## config.mk

```make
export PLATFORM = sky130hd
export DESIGN_NAME = lsu
export DESIGN_NICKNAME = d
export VERILOG_FILES = /design/src/rtl/lsu_pkg.sv /design/src/rtl/lsu_align.sv /design/src/rtl/lsu.sv
export SDC_FILE = /design/constraint.sdc
export NUM_CORES = 1
export LEC_CHECK = 0
export ABC_CLOCK_PERIOD_IN_PS = 4340
export CAP_MARGIN = 20
export CORE_MARGIN = 3
export CORE_UTILIZATION = 44
export CTS_CLUSTER_DIAMETER = 30
export DETAILED_ROUTE_END_ITERATION = 10
export MAX_ROUTING_LAYER = met4
export PLACE_DENSITY = 0.82
export SLEW_MARGIN = 20
export SYNTH_ARGS = -nofsm -noshare
export SYNTH_HDL_FRONTEND = slang
export SYNTH_SLANG_ARGS = --single-unit
```

## constraint.sdc

```tcl
create_clock -name CLK -period 4.34 [get_ports CLK]
set_input_delay 0.868 -clock CLK [delete_from_list [all_inputs] [get_ports CLK]]
set_output_delay 0.868 -clock CLK [all_outputs]
set_load 0.05 [all_outputs]
```

## src/rtl/lsu_pkg.sv

```systemverilog
// Shared constants for the load/store unit: memory ALU opcodes, FSM state encodings
// and opcode classification helpers.
package lsu_pkg;

    localparam logic [5:0] ALU_ADD = 6'h00;
    localparam logic [5:0] ALU_LB  = 6'h20;
    localparam logic [5:0] ALU_LH  = 6'h21;
    localparam logic [5:0] ALU_LW  = 6'h22;
    localparam logic [5:0] ALU_LBU = 6'h23;
    localparam logic [5:0] ALU_LHU = 6'h24;
    localparam logic [5:0] ALU_SB  = 6'h28;
    localparam logic [5:0] ALU_SH  = 6'h29;
    localparam logic [5:0] ALU_SW  = 6'h2A;

    typedef enum logic [1:0] {
        LSU_IDLE = 2'd0,
        LSU_REQ  = 2'd1,
        LSU_DONE = 2'd2
    } lsu_state_t;

    function automatic logic is_store(input logic [5:0] code);
        return (code == ALU_SB) || (code == ALU_SH) || (code == ALU_SW);
    endfunction

    function automatic logic is_load(input logic [5:0] code);
        return (code == ALU_LB) || (code == ALU_LH) || (code == ALU_LW) ||
               (code == ALU_LBU) || (code == ALU_LHU);
    endfunction

    function automatic logic is_misaligned(input logic [5:0] code, input logic [1:0] lo);
        logic half;
        logic word;
        half = (code == ALU_LH) || (code == ALU_LHU) || (code == ALU_SH);
        word = (code == ALU_LW) || (code == ALU_SW);
        return (half && lo[0]) || (word && (lo != 2'b00));
    endfunction

endpackage

```

## src/rtl/lsu_align.sv

```systemverilog
// Byte-lane steering: store data replication/strobes and load lane select with extension.
module lsu_align
    import lsu_pkg::*;
(
    input  logic [5:0]  alu_code,
    input  logic [1:0]  addr_lo,
    input  logic [31:0] store_data,
    input  logic [31:0] rdata,
    output logic [31:0] wdata,
    output logic [3:0]  wstrb,
    output logic [31:0] load_data
);

    logic [31:0] shifted;
    logic [7:0]  lane_byte;
    logic [15:0] lane_half;

    always_comb begin
        shifted   = rdata >> {addr_lo, 3'b000};
        lane_byte = shifted[7:0];
        lane_half = addr_lo[1] ? rdata[31:16] : rdata[15:0];
        wdata     = store_data;
        wstrb     = 4'b0000;
        load_data = rdata;
        case (alu_code)
            ALU_SB: begin
                wdata = {4{store_data[7:0]}};
                wstrb = 4'b0001 << addr_lo;
            end
            ALU_SH: begin
                wdata = {2{store_data[15:0]}};
                wstrb = 4'b0011 << {addr_lo[1], 1'b0};
            end
            ALU_SW:  wstrb = 4'b1111;
            ALU_LB:  load_data = {{24{lane_byte[7]}}, lane_byte};
            ALU_LBU: load_data = {24'h000000, lane_byte};
            ALU_LH:  load_data = {{16{lane_half[15]}}, lane_half};
            ALU_LHU: load_data = {16'h0000, lane_half};
            default: ;
        endcase
    end

endmodule

```

## src/rtl/lsu.sv

```systemverilog
// Load/store unit: one word-aligned req/ack bus transaction per access with timeout.
// Optional alignment trap when LSU_MISALIGN_TRAP_EN is defined (adds the misalign port).
module lsu
    import lsu_pkg::*;
#(
    parameter int TIMEOUT_CYCLES = 16
) (
    input  logic        CLK,
    input  logic        RST,
    input  logic        start,
    input  logic [5:0]  alu_code,
    input  logic [31:0] addr,
    input  logic [31:0] store_data,
    output logic        mem_req,
    output logic        mem_we,
    output logic [31:0] mem_addr,
    output logic [31:0] mem_wdata,
    output logic [3:0]  mem_wstrb,
    input  logic        mem_ack,
    input  logic [31:0] mem_rdata,
    output logic        busy,
    output logic        done,
    output logic [31:0] load_data,
    output logic        bus_err
`ifdef LSU_MISALIGN_TRAP_EN
    ,
    output logic        misalign
`endif
);

    lsu_state_t  state, state_nxt;
    logic [5:0]  code_q;
    logic [31:0] addr_q;
    logic [31:0] sd_q;
    logic [31:0] cnt_q;
    logic [31:0] load_q;
    logic        bus_err_q;
    logic        busy_q;
    logic        accept, ack_hit, tmo_hit, trap;
    logic [31:0] al_wdata, al_ldata;
    logic [3:0]  al_wstrb;
    logic        in_req;

    lsu_align u_align (
        .alu_code   (code_q),
        .addr_lo    (addr_q[1:0]),
        .store_data (sd_q),
        .rdata      (mem_rdata),
        .wdata      (al_wdata),
        .wstrb      (al_wstrb),
        .load_data  (al_ldata)
    );

    always_comb begin
        state_nxt = state;
        accept    = 1'b0;
        ack_hit   = 1'b0;
        tmo_hit   = 1'b0;
        trap      = 1'b0;
        case (state)
            LSU_IDLE: begin
                if (start && (is_load(alu_code) || is_store(alu_code))) begin
                    accept = 1'b1;
`ifdef LSU_MISALIGN_TRAP_EN
                    trap = is_misaligned(alu_code, addr[1:0]);
`endif
                    state_nxt = trap ? LSU_DONE : LSU_REQ;
                end
            end
            LSU_REQ: begin
                // Ack takes priority over a timeout landing in the same cycle.
                if (mem_ack) begin
                    ack_hit   = 1'b1;
                    state_nxt = LSU_DONE;
                end else if ((TIMEOUT_CYCLES != 0) && (cnt_q == 32'(TIMEOUT_CYCLES))) begin
                    tmo_hit   = 1'b1;
                    state_nxt = LSU_DONE;
                end
            end
            LSU_DONE: state_nxt = LSU_IDLE;
            default:  state_nxt = LSU_IDLE;
        endcase
    end

    always_ff @(posedge CLK or posedge RST) begin
        if (RST) begin
            state  <= LSU_IDLE;
            busy_q <= 1'b0;
        end else begin
            state  <= state_nxt;
            busy_q <= (state_nxt != LSU_IDLE);
        end
    end

    always_ff @(posedge CLK or posedge RST) begin
        if (RST) begin
            code_q    <= ALU_ADD;
            addr_q    <= '0;
            sd_q      <= '0;
            cnt_q     <= '0;
            load_q    <= '0;
            bus_err_q <= 1'b0;
`ifdef LSU_MISALIGN_TRAP_EN
            misalign  <= 1'b0;
`endif
        end else begin
            if (accept) begin
                code_q <= alu_code;
                addr_q <= addr;
                sd_q   <= store_data;
                cnt_q  <= '0;
            end else if ((state == LSU_REQ) && !mem_ack && (TIMEOUT_CYCLES != 0)) begin
                cnt_q <= cnt_q + 32'd1;
            end
            // Result flags are written only on completion so they hold across IDLE.
            if (ack_hit || tmo_hit || trap) begin
                load_q    <= ack_hit ? al_ldata : 32'h0;
                bus_err_q <= tmo_hit;
`ifdef LSU_MISALIGN_TRAP_EN
                misalign  <= trap;
`endif
            end
        end
    end

    assign in_req    = (state == LSU_REQ);
    assign mem_req   = in_req;
    assign mem_we    = in_req && is_store(code_q);
    assign mem_addr  = in_req ? {addr_q[31:2], 2'b00} : 32'h0;
    assign mem_wdata = (in_req && is_store(code_q)) ? al_wdata : 32'h0;
    assign mem_wstrb = in_req ? al_wstrb : 4'b0000;
    assign busy      = busy_q;
    assign done      = (state == LSU_DONE);
    assign load_data = load_q;
    assign bus_err   = bus_err_q;

endmodule
```

==> out/qor.csv <==
stage,metric,value,unit
routing,via_count,6798,
routing,drt_iter0_markers,629,
outcome,outcome,completed,
sta,fin_hold_ws,0.491,ns
cts,cts_htree_levels,4,
sta,rsz0062_at_grt,false,
floorplanning,rows,46,
logic_synthesis,postSynthCellCount,745,
cts,clk_transition_reported_paths,0.06,ns
sta,finClkSkew,0.00887,ns
setup_path,cp_max_fo,17,
logic_synthesis,synthTopCellsByCount,"dfrtp_1, mux2_2, nand2_1, o211ai_1, nor2_1",
setup_path,rr_worst_depth,4,
min_path,hold_path_class,reg2reg,
cts,clockBufferDepth,2,
grt,antenna_found_initial,1,
floorplanning,die_h,136,um
cells_and_area,fillerInstances,1306,
grt,busiest_layer,met2,
routing,wirelength,22200,um
cts,cts_buffers,17,
grt,grt_pass1_wl,35500,um
pwr,power.density,446,nW/um^2
sta,final_hold_viol_count,0,
logic_synthesis,yosysMostFrequentCell,dfrtp_1,
routing,drc_errors,0,
setup_path,cp.arrival,2.42,ns
sta,fin_crit_sh,0.759,
cts,cts_sinks,138,
logic_synthesis,synth_top_area_frac,0.463,
sta,min_period,3.29,ns
cts,cts-resized-gates,0,
grt,grt_remaining_overflow,0,
floorplanning,core-area,16200,sq um
routing,avgRoutedWirePerCell,19.1,um
cells_and_area,final_cell_count_no_fill,1163,
routing,ant_nets,0,
sta,finalSetupViolCount,0,
logic_synthesis,synth_warnings,0,
setup_path,required,3.47,ns
floorplanning,pin_count,211,
sta,worst_pin_slew,0.921,ns
cts,cts_root_buf,clkbuf_16,
placed_design,gp_congestion,0.883,
routing,vias_per_cell,5.85,
min_path,hold_path_depth,1,
grt,grt.total_usage,0.250,
cells_and_area,nets,1041,
routing,drtPass1Iterations,5,
logic_synthesis,syn_area_per_cell,10.0,sq um
placed_design,place_hpwl,15500,um
setup_path,rrSetupSlack,1.93,ns
floorplanning,start_util,0.459,
pwr,p_leak,4.23,nW
cells_and_area,drive_gt1_frac,0.227,
grt,grt_max_degree,77,
logic_synthesis,synth-seq-cells,138,
cts,cts_tree,yes,
sta,setup_tns,0,ns
grt,grtUsageMet1,0.318,
grt,met3_usage,0.0796,
logic_synthesis,synth_area_leaders,"dfrtp_1, mux2_2, o211ai_1",
floorplanning,die_area,18500,sq um
grt,grt_use_met2,0.379,
job,cap_viol_max_count,0,
logic_synthesis,syn_area,7450,sq um
setup_path,critPathCaptureType,output pin,
setup_path,critPathKind,reg2out,
placed_design,dp_cells,1130,
cts,clock_latency,0.42,ns
logic_synthesis,yosys.area.top_type,dfrtp_1,
sta,maxSlewHeadroom,0.386,
sta,clock.fmax,304,MHz
logic_synthesis,synth_flop_cell,dfrtp_1,
logic_synthesis,seq_area_frac_synth,0.463,
cts,cts_hold_buf,0,
setup_path,start_kind,register,
floorplanning,die_width,136,um
pwr,vdd_ir_drop_max,0.301,mV
cts,cts_setup_buffers,0,
logic_synthesis,async_reset_ff_frac,1.00,
logic_synthesis,synth_edf_count,0,
grt,first_global_vias,6778,
placed_design,portBuffers,208,
sta,slew_violations,0,
cells_and_area,area_delta_synth_final,36.4,%
logic_synthesis,synth_cell_types,54,
-- cell usage in the layout (no fill, tap or decap), types with 9 or more instances in the layout --
master	netlist	final
a211oi_1	16	16
a21oi_1	41	41
and2_1	41	41
buf_4	2	81
clkbuf_16	0	17
clkdlybuf4s50_1	0	141
dfrtp_1	138	138
mux2_2	83	83
mux2i_1	10	10
nand2_1	75	75
nand3_1	11	11
nand4_1	11	11
nor2_1	48	46
nor4_1	9	9
o211ai_1	62	62
o21ai_0	35	35
o31ai_1	12	12
or4_1	12	12
xor2_1	9	9
-- stage by stage --
| step | util | setup slack (ns) | power (mW) | cell area [sq um] |
|---|---|---|---|---|
| after floorplan | - | 1.02 | 2.58 | 7460 |
| after global placement | 0.588 | 1.24 | 2.99 | 9550 |
| after detailed placement | 0.588 | 1.20 | 3.02 | 9550 |
| after CTS | 0.626 | 1.06 | 4.55 | 10200 |
| after global routing | 0.627 | 0.888 | 4.76 | 10200 |
| final | 0.627 | 1.05 | 4.53 | 10200 |
-- area by class of cell --
type	count	area (sq um)	share of cell area
Sequential cell	138	3450	0.340
Clock buffer	19	453	0.0445
Tap cell	216	270	0.0266
Antenna cell	1	2.50	0.000246
Timing Repair Buffer	223	2040	0.201
Multi-Input combinational cell	544	3740	0.368
Clock inverter	13	168	0.0165
Inverter	9	37.5	0.00369
-- logic make-up (layout without fill, tap and decap cells) --
| logic type | count (synthesis) | in the layout | share of synthesized area |
|---|---|---|---|
| other | 1 | 3 | 0.000503 |
| AO/OA/AOI/OAI | 183 | 183 | 0.161 |
| buffers and inverters | 64 | 264 | 0.0361 |
| adder cells (fa/ha/maj) | 2 | 2 | 0.00336 |
| flip-flops | 138 | 138 | 0.463 |
| AND/OR/NAND/NOR | 250 | 250 | 0.179 |
| multiplexers | 94 | 94 | 0.142 |
| XOR/XNOR | 13 | 13 | 0.0153 |
-- per-layer routing --
layer,vias up,share of wire,wire length [um]
li1,3120,-,-
met1,3288,0.41,9080
met2,330,0.48,10600
met3,60,0.089,1990
met4,0,0.027,595
met5,-,0,0
-- where the power goes --
| group | internal [mW] | total [mW] | switching [mW] |
|---|---|---|---|
| combinational | 0.555 | 1.28 | 0.725 |
| clock | 0.938 | 1.52 | 0.583 |
| sequential | 1.52 | 1.73 | 0.212 |
-- critical path, stage by stage, from the launching register on --
cell and delay [ns]:
dfrtp_1 0.44, nand4bb_1 0.29, a211o_1 0.46, buf_4 0.28, a211oi_1 0.27, buf_4 0.26
-- sequential cells by signal (all words and copies together) (netlist names) --
name       flops
sd_q          32
bus_err        1
state          2
addr_q        32
busy           1
load_data     32
cnt_q         32
code_q         6
-- worst paths after layout --
| kind | to | startpoint |
|---|---|---|
| worst max-delay path | mem_wdata[24] | code_q[2] |
| worst min-delay path | bus_err | bus_err |
| worst max register to register | load_data[8] | addr_q[1] |
| worst min register to register | bus_err | bus_err |
| max in group asynchronous | load_data[14] | RST |
| min in group asynchronous | addr_q[22] | RST |
Power figures use the tool's default switching activity.
